<file path="config.mk">
export PLATFORM = sky130hd
export DESIGN_NAME = arm7tdmi_exc_ctrl
export DESIGN_NICKNAME = d
export VERILOG_FILES = /design/src/rtl/arm7tdmi_pkg.sv /design/src/rtl/arm7tdmi_exc_prio.sv /design/src/rtl/arm7tdmi_exc_ctrl.sv
export SDC_FILE = /design/constraint.sdc
export NUM_CORES = 1
export LEC_CHECK = 0
export BUFFER_PORTS_ARGS = -buffer_cell sky130_fd_sc_hd__buf_2
export CAP_MARGIN = 20
export CORE_ASPECT_RATIO = 1.4
export CORE_UTILIZATION = 50
export CTS_BUF_LIST = sky130_fd_sc_hd__clkbuf_4 sky130_fd_sc_hd__clkbuf_8 sky130_fd_sc_hd__clkbuf_16
export DETAILED_ROUTE_END_ITERATION = 12
export GPL_ROUTABILITY_DRIVEN = 0
export HOLD_SLACK_MARGIN = 0.06
export MAX_ROUTING_LAYER = met4
export PLACE_DENSITY = 0.95
export SYNTH_ARGS = -nofsm -noshare
export SYNTH_HDL_FRONTEND = slang
export SYNTH_SLANG_ARGS = --single-unit
export TNS_END_PERCENT = 5
</file>
<file path="constraint.sdc">
create_clock -name clk -period 6.3 [get_ports clk]
set_clock_uncertainty 0.2 [all_clocks]
set_input_delay 0.63 -clock clk [delete_from_list [all_inputs] [get_ports clk]]
set_output_delay 0.63 -clock clk [all_outputs]
set_load 0.01 [all_outputs]
</file>
<file path="src/rtl/arm7tdmi_pkg.sv">
// Shared ARM7TDMI types: processor modes, exception kinds,
// vector addresses and CPSR bit positions.
package arm7tdmi_pkg;

    typedef enum logic [4:0] {
        MODE_USER       = 5'b10000,
        MODE_FIQ        = 5'b10001,
        MODE_IRQ        = 5'b10010,
        MODE_SUPERVISOR = 5'b10011,
        MODE_ABORT      = 5'b10111,
        MODE_UNDEFINED  = 5'b11011,
        MODE_SYSTEM     = 5'b11111
    } processor_mode_t;

    typedef enum logic [2:0] {
        EXC_RESET = 3'd0,
        EXC_UND   = 3'd1,
        EXC_SWI   = 3'd2,
        EXC_PABT  = 3'd3,
        EXC_DABT  = 3'd4,
        EXC_IRQ   = 3'd5,
        EXC_FIQ   = 3'd6
    } exception_t;

    typedef enum logic [2:0] {
        RST_ENTRY,
        IDLE,
        SAVE,
        SWITCH,
        DRAIN
    } exc_state_t;

    localparam logic [31:0] VECTOR_RESET = 32'h0000_0000;
    localparam logic [31:0] VECTOR_UND   = 32'h0000_0004;
    localparam logic [31:0] VECTOR_SWI   = 32'h0000_0008;
    localparam logic [31:0] VECTOR_PABT  = 32'h0000_000C;
    localparam logic [31:0] VECTOR_DABT  = 32'h0000_0010;
    localparam logic [31:0] VECTOR_IRQ   = 32'h0000_0018;
    localparam logic [31:0] VECTOR_FIQ   = 32'h0000_001C;

    localparam int CPSR_I = 7;
    localparam int CPSR_F = 6;
    localparam int CPSR_T = 5;

    function automatic processor_mode_t target_mode(exception_t e);
        case (e)
            EXC_UND:  return MODE_UNDEFINED;
            EXC_PABT: return MODE_ABORT;
            EXC_DABT: return MODE_ABORT;
            EXC_IRQ:  return MODE_IRQ;
            EXC_FIQ:  return MODE_FIQ;
            default:  return MODE_SUPERVISOR;
        endcase
    endfunction

    function automatic logic [31:0] vector_addr(exception_t e);
        case (e)
            EXC_UND:  return VECTOR_UND;
            EXC_SWI:  return VECTOR_SWI;
            EXC_PABT: return VECTOR_PABT;
            EXC_DABT: return VECTOR_DABT;
            EXC_IRQ:  return VECTOR_IRQ;
            EXC_FIQ:  return VECTOR_FIQ;
            default:  return VECTOR_RESET;
        endcase
    endfunction

    // Return-address offset; only UND/SWI depend on the Thumb state.
    function automatic logic [31:0] lr_offset(exception_t e, logic thumb);
        case (e)
            EXC_UND:  return thumb ? 32'd2 : 32'd4;
            EXC_SWI:  return thumb ? 32'd2 : 32'd4;
            EXC_DABT: return 32'd8;
            default:  return 32'd4;
        endcase
    endfunction

endpackage

</file>
<file path="src/rtl/arm7tdmi_exc_prio.sv">
// Exception priority and interrupt masking:
// DABT > FIQ > IRQ > PABT > UND > SWI.
module arm7tdmi_exc_prio
    import arm7tdmi_pkg::*;
(
    input  logic       und_req,
    input  logic       swi_req,
    input  logic       pabt_req,
    input  logic       dabt_req,
    input  logic       irq,
    input  logic       fiq,
    input  logic       i_bit,
    input  logic       f_bit,
    output logic       valid,
    output logic [2:0] exc_type
);

    always_comb begin
        valid    = 1'b1;
        exc_type = EXC_RESET;
        if (dabt_req)
            exc_type = EXC_DABT;
        else if (fiq && !f_bit)
            exc_type = EXC_FIQ;
        else if (irq && !i_bit)
            exc_type = EXC_IRQ;
        else if (pabt_req)
            exc_type = EXC_PABT;
        else if (und_req)
            exc_type = EXC_UND;
        else if (swi_req)
            exc_type = EXC_SWI;
        else
            valid = 1'b0;
    end

endmodule

</file>
<file path="src/rtl/arm7tdmi_exc_ctrl.sv">
// Exception entry sequencer: accept, bank SPSR/LR, switch
// CPSR/PC, drain the flushed pipeline.
module arm7tdmi_exc_ctrl
    import arm7tdmi_pkg::*;
(
    input  logic        clk,
    input  logic        rst,
    input  logic        und_req,
    input  logic        swi_req,
    input  logic        pabt_req,
    input  logic        dabt_req,
    input  logic        irq,
    input  logic        fiq,
    input  logic [31:0] exc_pc,
    input  logic [31:0] cpsr_in,
    output logic        busy,
    output logic        exc_taken,
    output logic [2:0]  exc_type,
    output logic        spsr_wr_en,
    output logic        lr_wr_en,
    output logic [4:0]  bank_mode,
    output logic [31:0] spsr_wr_data,
    output logic [31:0] lr_wr_data,
    output logic        cpsr_wr_en,
    output logic        pc_wr_en,
    output logic [31:0] cpsr_wr_data,
    output logic [31:0] pc_wr_data,
    output logic        flush
);

    exc_state_t      state, state_nx;
    logic            acc;
    logic [2:0]      acc_type;
    exception_t      lat_type;
    logic [31:0]     lat_cpsr;
    logic [31:0]     lat_pc;
    logic            lat_thumb;
    processor_mode_t tgt_mode;
    logic            new_f;

    arm7tdmi_exc_prio u_prio (
        .und_req  (und_req),
        .swi_req  (swi_req),
        .pabt_req (pabt_req),
        .dabt_req (dabt_req),
        .irq      (irq),
        .fiq      (fiq),
        .i_bit    (cpsr_in[CPSR_I]),
        .f_bit    (cpsr_in[CPSR_F]),
        .valid    (acc),
        .exc_type (acc_type)
    );

    assign tgt_mode = target_mode(lat_type);
    assign new_f    = (lat_type == EXC_FIQ) || (lat_type == EXC_RESET)
                    || lat_cpsr[CPSR_F];

    always_ff @(posedge clk) begin
        if (rst) begin
            state     <= RST_ENTRY;
            lat_type  <= EXC_RESET;
            lat_cpsr  <= '0;
            lat_pc    <= '0;
            lat_thumb <= 1'b0;
        end else begin
            state <= state_nx;
            if (state == IDLE && acc) begin
                lat_type  <= exception_t'(acc_type);
                lat_cpsr  <= cpsr_in;
                lat_pc    <= exc_pc;
                lat_thumb <= cpsr_in[CPSR_T];
            end
        end
    end

    always_comb begin
        state_nx = state;
        case (state)
            RST_ENTRY: state_nx = DRAIN;
            IDLE:      state_nx = acc ? SAVE : IDLE;
            SAVE:      state_nx = SWITCH;
            SWITCH:    state_nx = DRAIN;
            DRAIN:     state_nx = IDLE;
            default:   state_nx = RST_ENTRY;
        endcase
    end

    // Everything except busy is held quiet while rst is high.
    always_comb begin
        busy         = 1'b1;
        exc_taken    = 1'b0;
        exc_type     = '0;
        spsr_wr_en   = 1'b0;
        lr_wr_en     = 1'b0;
        bank_mode    = '0;
        spsr_wr_data = '0;
        lr_wr_data   = '0;
        cpsr_wr_en   = 1'b0;
        pc_wr_en     = 1'b0;
        cpsr_wr_data = '0;
        pc_wr_data   = '0;
        flush        = 1'b0;
        if (!rst) begin
            exc_type = lat_type;
            case (state)
                RST_ENTRY: begin
                    exc_taken    = 1'b1;
                    exc_type     = EXC_RESET;
                    cpsr_wr_en   = 1'b1;
                    cpsr_wr_data = {24'h0, 1'b1, 1'b1, 1'b0, MODE_SUPERVISOR};
                    pc_wr_en     = 1'b1;
                    pc_wr_data   = VECTOR_RESET;
                    flush        = 1'b1;
                end
                IDLE: begin
                    busy = 1'b0;
                    if (acc) begin
                        exc_taken = 1'b1;
                        exc_type  = acc_type;
                    end
                end
                SAVE: begin
                    spsr_wr_en   = 1'b1;
                    lr_wr_en     = 1'b1;
                    bank_mode    = tgt_mode;
                    spsr_wr_data = lat_cpsr;
                    lr_wr_data   = lat_pc + lr_offset(lat_type, lat_thumb);
                end
                SWITCH: begin
                    cpsr_wr_en   = 1'b1;
                    pc_wr_en     = 1'b1;
                    flush        = 1'b1;
                    cpsr_wr_data = {lat_cpsr[31:8], 1'b1, new_f, 1'b0, tgt_mode};
                    pc_wr_data   = vector_addr(lat_type);
                end
                DRAIN: flush = 1'b1;
                default: ;
            endcase
        end
    end

endmodule

</file>
==> results of run 1 <==
## metrics by stage
| step | utilization | setup slack [ns] | area [um2] | hold slack, ns |
|---|---|---|---|---|
| 2_1_floorplan | - | 2.71 | 4390 | 0.232 |
| 3_3_place_gp | 0.613 | 2.58 | 5060 | 0.239 |
| 3_5_place_dp | 0.613 | 2.43 | 5060 | 0.250 |
| 4_1_cts | 0.650 | 2.05 | 5360 | 0.258 |
| 5_1_grt | 0.650 | 1.86 | 5360 | 0.279 |
| 6_report | 0.650 | 2.04 | 5360 | 0.251 |
## synth_stat cells (4+ instances only)
master,count
a21oi_1,88
and2_1,38
and3_1,27
buf_1,6
buf_4,35
clkbuf_1,34
dfxtp_1,70
inv_1,11
nand2_1,151
nand2b_1,4
nand3_1,7
nand4_1,6
nor2_1,42
nor2b_1,7
nor3_1,12
o21ai_0,5
or4_1,4
xnor2_1,20
## final cells by class
class,count,area (um2),area share
repair buffers,189,958,0.179
clock buffers,11,246,0.0460
flip-flops and latches,70,1400,0.261
well taps,102,128,0.0238
clock inverters,5,58.8,0.0110
multi-input cells,486,2530,0.471
inverters,11,41.3,0.00770
diodes,1,2.50,0.000467
## routing by layer
metal / part of all wire / up-vias / track usage
met1: 0.40 / 2124 / 0.319
met2: 0.50 / 234 / 0.460
met3: 0.070 / 35 / 0.0549
met5: 0 / - / -
li1: - / 2269 / -
met4: 0.030 / 0 / 0.126
## worst min-delay path: stages (launching register included)
cell and delay, ns:
dfxtp_1 0.30, nand2_1 0.05, a21oi_1 0.05
## placed cells by master (no fill, tap or decap), types with 4 or more instances in the layout
| cell type | instances |
|---|---|
| nand3_1 | 7 |
| and2_1 | 38 |
| conb_1 | 30 |
| clkbuf_16 | 9 |
| and3_1 | 27 |
| nor2b_1 | 7 |
| buf_2 | 184 |
| xnor2_1 | 20 |
| buf_4 | 5 |
| nand2_1 | 151 |
| o21ai_0 | 5 |
| dfxtp_1 | 70 |
| nor3_1 | 12 |
| inv_1 | 11 |
| nor2_1 | 42 |
| nand4_1 | 6 |
| nand2b_1 | 4 |
| or4_1 | 4 |
| a21oi_1 | 87 |
## sequential cells by signal, indices dropped and copies added, names as in the netlist
register  count
lat_cpsr     32
lat_pc       32
lat_type      3
state         3
## power by group
part           internal, mW  total [mW]  switching [mW]
registers             0.475       0.512          0.0366
clock network         0.322       0.513           0.191
logic                0.0721       0.194           0.122
total                 0.869        1.22           0.350
## cells by family after synthesis
logic type,after synthesis,share of synthesized area
adders and majority gates,4,0.0135
and+or+nand+nor,319,0.360
DFF,70,0.328
xor gates and xnor gates,22,0.0451
other,1,0.000877
AOI/OAI and AO/OA,111,0.143
buffers and inverters,89,0.110
## worst max-delay path by stage
stage,to,start,slack (ns)
floorplan,lr_wr_data[30],lat_type[2],2.71
global placement,lr_wr_data[30],lat_type[2],2.58
detailed placement,lr_wr_data[30],lat_type[2],2.43
CTS,lr_wr_data[30],lat_type[2],2.05
global route,lr_wr_data[30],lat_type[2],1.86
finish,lr_wr_data[30],lat_type[2],2.04
==> results.md, run 1 <==
* Status: completed
* Cell count along the critical path at 10
* Worst slew margin relative to its limit at 0.273
* CP max FO at 10
* # fillers at between 700 and 800
* Wirelength per Cell at ~14 um
* Share of the synthesized area in the top cell type at 0.328
* Worst-Margin Slew at 1.09 ns
* CP Data Arrival Time at 3.43 ns
* Routed Antenna Nets at 0
* Worst path slowest cell: or4_1
* Row count at 39
* Crit path cell chain: nor2b_1, nor2b_1, nor2_1, ha_1, a211o_1, o211ai_1, or2_4, or4_1, a21oi_1, buf_2
* CTS tree: yes
* Hold Violations, Final at 0
* DR vias/cell at approximately 5.3
* Antenna violations before repair at 1
* Core Footprint at between 8000 and 9000 um2
* Slowest Stage Delay on Critical Path at about 0.5 ns
* Clock slew at reported path FFs at 0.06 ns
* GRT overflow at 0
* Post-CTS sizing at 0
* CP delay by family, top: simple AND/OR/NAND/NOR gates
* EDFF count, synth at 0
* Post-Layout Cell Count at approximately 880
* Fmax at around 230 MHz
* Clock sink total at 70
* Total negative slack at 0 ns
* Root buf cell: clkbuf_16
* CP startpoint kind: register
* # Post-CTS Setup Buffers at 0
* Drt pass-1 iters at 4
* Total number of H-tree levels at 3
* Post-DP HPWL at 8640 um
* Die X at between 80 and 90 um
* Setup crit end kind: output pin
* Largest net degree at the start of global routing at 77
* Cells after Synth at between 600 and 700
* Hold path endpoint: lat_cpsr[4]
* RSZ-0062 raised after global routing: false
* Yosys top cell by area: dfxtp_1
* R2R Path Start: state[0]
* CTS buffer count at 9
* DR DRC count at 0
* Initial Util at 0.519
* Sequential element share of the synthesized area at 0.328
* Slew Limit Fails at 0
* Mapped Area at roughly 4300 um2
* Min-Delay Path Class: reg -> reg
* Routed WL at 12200 um
* Hold Path Depth at 2
* Pwr per Cell Area at ~230 nW/um2
* HP Start: lat_cpsr[4]
* Async SR Flop Fraction at 0
* Overall fraction of global-route tracks in use at 0.278
* Share of post-route cells with drive strength above 1 at 0.277
* Distinct cells, synth at between 40 and 50
* Tmin final at 4.26 ns
* Endpoints failing setup at 0
* Clk Latency, worst-skew pair at 0.33 ns
* Via count at about 4.7k
* # IOs at 215
* Crit path required time at roughly 5.5 ns
* FF-to-FF setup slack at about 3.9 ns
* Yosys warning count at 0
* Placed cells at 858
* Ys flop type: dfxtp_1
* Worst reg-to-reg path cell count at 6
* Die height at approximately 110 um
* Port Buffers at ~180
* Mean Syn Cell Area at just under 7 um2
* Max-Cap Viols at 0
* # hold bufs at CTS at 0
* Final period util at 0.676
* Cell mode on critical path: nor2b_1
* Synth area leaders: dfxtp_1, nand2_1, a21oi_1
* Total Power at around 1.2 mW
* Peak VDD IR at roughly 0.15 mV
* First-pass GRT wire length at 18900 um
* Area grow syn2layout at 25.4%
* WS Path Type: reg -> out
* P_leak at ~2.5 nW
* Clock buffer depth at 2
* Reg2reg end: lat_pc[4]
* CP bufs+invs at 1
* Nets at between 800 and 900
* DRT iter0 DRCs at 298
* Post-synthesis register bit count at 70
* Die area at roughly 9000 um2
* Vias in the first global route at ~4k
No activity file was read; power rests on OpenSTA's default activity.
==> inputs of run 2 (changes only) <==
- CORE_UTILIZATION: 50 -> 46
- PLACE_DENSITY: 0.95 -> 0.91
- clock period: 6.3 -> 4 ns (I/O delays scaled with it)
==> run 2 against run 1 <==
  * Final cell count increased by 0.91%
  * Wire length decreased by 3.0%
  * Count of clock-buffer cells in the layout increased by 1
  * Global-route usage decreased by 2.8 points
  * Hold slack got worse by 0.15 ns
  * Clock power increased by 68%
==> results.md, run 2 (synthesized netlist as in run 1, its figures left out) <==
* Status: completed (unchanged)
* # fillers at 869 (was 758)
* Area grow syn2layout at 27.5% (was 25.4%)
* DRT iter0 DRCs at 229 (was 298)
* Fmax at about 270 MHz
* Root buf cell: clkbuf_16 (unchanged)
* Die area at 9690 um2 (was 8930 um2)
* Die height at 116 um (was 111 um)
* Pwr per Cell Area at 362 nW/um2 (was 227 nW/um2)
* Initial Util at 0.474 (was 0.519)
* Max-Cap Viols at 0 (unchanged)
* CTS buffer count at 9 (unchanged)
* Slew Limit Fails at 0 (unchanged)
* Die X at 83.5 um (was 80.2 um)
* Post-CTS sizing at 0 (unchanged)
* Wirelength per Cell at 13.4 um (was 13.9 um)
* # hold bufs at CTS at 0 (unchanged)
* # IOs at 215 (unchanged)
* Setup crit end kind: output pin (unchanged)
* Worst slew margin relative to its limit at 0.476 (was 0.273)
* CP startpoint kind: register (unchanged)
* Top Registers: lat_cpsr x32, lat_pc x32 (unchanged)
* Routed Antenna Nets at 0 (unchanged)
* Sequential Power Share at 0.406 (was 0.420)
* Register Area at 1400 um2 (about the same)
* Post-DP HPWL at 8460 um (was 8640 um)
* Clock power share at 0.437 (was 0.421)
* CP max FO at 9 (was 10)
* P_leak at 2.54 nW (was 2.49 nW)
* Vias in the first global route at 4072 (was 3990)
* Row count at 41 (was 39)
* Routed WL at 11800 um (was 12200 um)
* Total negative slack at 0 ns (unchanged)
* Drt pass-1 iters at 4 (unchanged)
* Internal power at 1.44 mW (was 0.869 mW)
* Multi-input combinational cell area at 2530 um2 (about the same)
* Antenna violations before repair at 0 (was 1)
* Tmin final at 3.77 ns
* Via count at 4550 (was 4662)
* Core Footprint at 9030 um2 (was 8250 um2)
* Total Power at 1.98 mW (was 1.22 mW)
* Peak VDD IR at 0.365 mV (was 0.154 mV)
* Psw at 0.534 mW (was 0.350 mW)
* GRT overflow at 0 (unchanged)
* Crit path required time at 3.40 ns (was 5.47 ns)
* Clock sink total at 70 (unchanged)
* DR vias/cell at 5.15 (was 5.33)
* First-pass GRT wire length at 18700 um (was 18900 um)
* # Post-CTS Setup Buffers at 0 (unchanged)
* RSZ-0062 raised after global routing: false (unchanged)
* Hold Violations, Final at 0 (unchanged)
* Nets at 847 (was 843)
* Clk Latency, worst-skew pair at 0.33 ns (about the same)
* CP Data Arrival Time at 3.17 ns (was 3.43 ns)
* Endpoints failing setup at 0 (unchanged)
* Largest net degree at the start of global routing at 76 (was 77)
* Gate power share at 0.156 (was 0.159)
* Clock slew at reported path FFs at 0.06 ns (about the same)
* Share of post-route cells with drive strength above 1 at 0.285 (was 0.277)
* Min-Delay Path Class: in -> reg (was reg -> reg)
* Sw Ratio at 0.270 (was 0.287)
* Leading cell type in the layout, fill and taps excluded: buf_2 (unchanged)
* DR DRC count at 0 (unchanged)
* Worst-Margin Slew at 0.786 ns (was 1.09 ns)
* Clock buffer depth at 2 (unchanged)
* Total number of H-tree levels at 3 (unchanged)
* WS Path Type: reg -> out (unchanged)
* CTS tree: yes (unchanged)
* Port Buffers at 184 (unchanged)
* Final period util at 0.943
* ANT cells at 0 (was 1)
* Overall fraction of global-route tracks in use at 0.250 (was 0.278)
* Commonest non-fill, non-tap cells in the layout: buf_2, nand2_1, a21oi_1, dfxtp_1, nor2_1 (unchanged)
## run 2: critical path: stages, from the launching register on
cell     delay, ns
dfxtp_1       0.51
xnor2_1       0.13
nor3b_1       0.29
nor2_1        0.13
ha_1          0.31
a21o_1        0.10
a21oi_1       0.08
or4_1         0.57
or3_1         0.36
a21oi_1       0.19
buf_2         0.16
## run 2: area by class of cell
class	instances	share of cell area
Multi-Input combinational cell	486	0.464
Inverter	11	0.00757
Sequential cell	70	0.257
Timing Repair Buffer	193	0.187
Clock inverter	4	0.0128
Tap cell	107	0.0245
Clock buffer	12	0.0466
## run 2: power groups by stage
stage | Clock [mW] | Sequential, mW | Combinational, mW
final | 0.864 | 0.803 | 0.309
after global routing | 0.912 | 0.811 | 0.349
after CTS | 0.875 | 0.801 | 0.309
after detailed placement | 0 | 0.816 | 0.308
after global placement | 0 | 0.813 | 0.302
after floorplan | 0 | 0.793 | 0.248
## run 2: stage by stage
| step | instance area (um2) | hold WS (ns) | cells | setup slack (ns) | util |
|---|---|---|---|---|---|
| after floorplan | 4390 | 0.232 | 645 | 0.642 | - |
| after global placement | 5100 | 0.239 | 866 | 0.589 | 0.565 |
| after detailed placement | 5100 | 0.242 | 866 | 0.481 | 0.565 |
| after CTS | 5420 | 0.0933 | 882 | 0.128 | 0.600 |
| after global routing | 5450 | 0.0968 | 883 | 0.00835 | 0.604 |
| final | 5450 | 0.102 | 883 | 0.229 | 0.604 |
## run 2: path summary, 6_finish.rpt
kind	start	to	slack (ns)	cells after the start
worst min-delay path	exc_pc[2]	lat_pc[2]	0.10	3
worst max-delay path	lat_type[1]	lr_wr_data[28]	0.23	10
worst max register to register	state[0]	lat_cpsr[14]	1.58	6
worst min register to register	lat_cpsr[7]	lat_cpsr[7]	0.25	2
## run 2: layer usage
metal,GRT usage,vias to the layer above,part of all wire
met5,-,-,0
met4,0.118,0,0.025
met3,0.0513,24,0.060
met2,0.458,168,0.53
met1,0.258,2079,0.39
li1,-,2279,-
==> inputs of run 3 (changes only) <==
- CORE_UTILIZATION: 46 -> 48
- CTS_BUF_LIST: sky130_fd_sc_hd__clkbuf_4 sky130_fd_sc_hd__clkbuf_8 sky130_fd_sc_hd__clkbuf_16 -> sky130_fd_sc_hd__clkbuf_4 sky130_fd_sc_hd__clkbuf_8
- PLACE_DENSITY: 0.91 -> 0.94
==> run 3 against run 2 <==
  * Maximum frequency shrank 0.42%
  * Non-clock buffer count grew 9
  * Power fell by 12%
  * Die area decreased by 4.1%
  * Utilization rose by 2.4 points
  * Cell area is 0.92% lower
==> results.md, run 3 (synthesized netlist as in run 1, its figures left out) <==
* Largest net degree at the start of global routing at 76 (unchanged)
* Row count at 40 (was 41)
* GRT overflow at 0 (unchanged)
* Via count at 4575 (was 4550)
* Tmin final at 3.79 ns (was 3.77 ns)
* Share of post-route cells with drive strength above 1 at 0.280 (was 0.285)
* Drt pass-1 iters at 5 (was 4)
* Worst-Margin Slew at 0.786 ns (about the same)
* Sw Ratio at 0.300 (was 0.270)
* Hold slack at 0.0801 ns (was 0.102 ns)
* CP max FO at 10 (was 9)
* Total negative slack at 0 ns (unchanged)
* Max-Cap Viols at 0 (unchanged)
* Vias in the first global route at 3993 (was 4072)
* Worst slew margin relative to its limit at 0.476 (about the same)
* # fillers at 794 (was 869)
* Area grow syn2layout at 26.4% (was 27.5%)
* Commonest non-fill, non-tap cells in the layout: buf_2, nand2_1, a21oi_1, dfxtp_1, nor2_1 (unchanged)
* CTS tree: yes (unchanged)
* Initial Util at 0.497 (was 0.474)
* Overall fraction of global-route tracks in use at 0.261 (was 0.250)
* Sequential Power Share at 0.460 (was 0.406)
* Core Footprint at 8610 um2 (was 9030 um2)
* Clk Latency, worst-skew pair at 0.35 ns (was 0.33 ns)
* P_leak at 2.53 nW (was 2.54 nW)
* Fmax at 264 MHz (was 265 MHz)
* Leading cell type in the layout, fill and taps excluded: buf_2 (unchanged)
* CP startpoint kind: register (unchanged)
* Placed Area at 5110 um2 (was 5100 um2)
* WS Path Type: reg -> out (unchanged)
* Die height at 114 um (was 116 um)
* Final period util at 0.947 (was 0.943)
* Peak VDD IR at 0.189 mV (was 0.365 mV)
* FF-to-FF setup slack at 1.59 ns (was 1.58 ns)
* Total Power at 1.74 mW (was 1.98 mW)
* Port Buffers at 184 (unchanged)
* DR vias/cell at 5.14 (was 5.15)
* Min-Delay Path Class: in -> reg (unchanged)
* CP Data Arrival Time at 3.19 ns (was 3.17 ns)
* DRT iter0 DRCs at 225 (was 229)
* Psw at 0.523 mW (was 0.534 mW)
* GR Util met2 at 0.459 (was 0.458)
* Crit path required time at 3.40 ns (about the same)
* Final std cell area, no fill at 5400 um2 (was 5450 um2)
* Total number of H-tree levels at 3 (unchanged)
* Most Used Layer, Global Route: met2 (unchanged)
* Slew Limit Fails at 0 (unchanged)
* Met1 Track Usage GR at 0.263 (was 0.258)
* # IOs at 215 (unchanged)
* Multi-input combinational cell area at 2530 um2 (about the same)
* Gate power share at 0.182 (was 0.156)
* Internal power at 1.22 mW (was 1.44 mW)
* DR DRC count at 0 (unchanged)
* Clock buffer depth at 2 (unchanged)
* Met3 Use GR at 0.0728 (was 0.0513)
* Pwr per Cell Area at 322 nW/um2 (was 362 nW/um2)
* Clock slew at reported path FFs at 0.08 ns (was 0.06 ns)
* CTS buffer count at 9 (unchanged)
* Routed WL at 11900 um (was 11800 um)
* Hold Violations, Final at 0 (unchanged)
* # Post-CTS Setup Buffers at 0 (unchanged)
* Routed Antenna Nets at 0 (unchanged)
* Register Area at 1400 um2 (about the same)
* ANT cells at 0 (unchanged)
* Clock sink total at 70 (unchanged)
* First-pass GRT wire length at 18100 um (was 18700 um)
* Die area at 9300 um2 (was 9690 um2)
* Antenna violations before repair at 0 (unchanged)
* Nets at 856 (was 847)
* Top Registers: lat_cpsr x32, lat_pc x32 (unchanged)
* Root buf cell: clkbuf_8 (was clkbuf_16)
* Status: completed (unchanged)
* Setup crit end kind: output pin (unchanged)
* Endpoints failing setup at 0 (unchanged)
* Die X at 81.8 um (was 83.5 um)
* Post-DP HPWL at 8480 um (was 8460 um)
* RSZ-0062 raised after global routing: false (unchanged)
* Wirelength per Cell at 13.4 um (about the same)
* Clock power share at 0.358 (was 0.437)
-- run 3: cell count changes in the layout (fill, tap and decap cells not counted), moves of 2 or more --
| cell | change |
|---|---|
| clkbuf_16 | -9 |
| clkbuf_8 | +8 |
| dlygate4sd3_1 | +8 |
| buf_4 | +2 |
| clkbuf_4 | -2 |
| clkinv_2 | +2 |
-- run 3: critical path, cell delays in order (launching register included) --
cell and delay (ns):
dfxtp_2 0.41, nor2b_1 0.27, nor2b_1 0.26, nor2_1 0.10
ha_1 0.31, a21o_1 0.10, a21oi_1 0.08, or4_1 0.58
or3_1 0.36, a21oi_1 0.19, buf_2 0.16
-- run 3: worst paths after layout --
check	startpoint	endpoint	cells past startpoint
setup reg to reg	state[0]	lat_type[1]	6
hold / removal	cpsr_in[23]	lat_cpsr[23]	3
hold reg to reg	lat_cpsr[3]	lat_cpsr[3]	2
setup / recovery	lat_type[2]	lr_wr_data[28]	10
-- run 3: final cells by class --
class | count | area share
Timing Repair Buffer | 202 | 0.201
Inverter | 11 | 0.00764
Clock inverter | 7 | 0.0164
Clock buffer | 9 | 0.0229
Tap cell | 105 | 0.0243
Sequential cell | 70 | 0.260
Multi-Input combinational cell | 486 | 0.468
-- run 3: what timing repair did --
action | CTS | global route
endpoints found under the hold margin | 8 | 0
resized for setup | 0 | 1
hold buffers | 8 | 0
endpoints found under the setup margin | 0 | 1
-- run 3: layer usage --
layer	wire [um]	part of all wire	up-vias
li1	-	-	2302
met1	4490	0.38	2077
met2	6420	0.54	178
met3	829	0.069	18
met4	197	0.017	0
met5	0	0	-
-- run 3: power groups by stage --
stage                     sequential, mW  combinational, mW  clock [mW]
after floorplan                    0.793              0.248           0
after global placement             0.811              0.301           0
after detailed placement           0.815              0.308           0
after CTS                          0.799              0.317       0.639
after global routing               0.809              0.354       0.672
final                              0.801              0.316       0.624
-- run 3: metrics by stage --
step                       util  std cells  worst slack, ns
final                     0.628        890            0.213
after global routing      0.628        890           0.0288
after CTS                 0.628        890            0.116
after detailed placement  0.594        866            0.525
after global placement    0.594        866            0.599
after floorplan               -        645            0.642
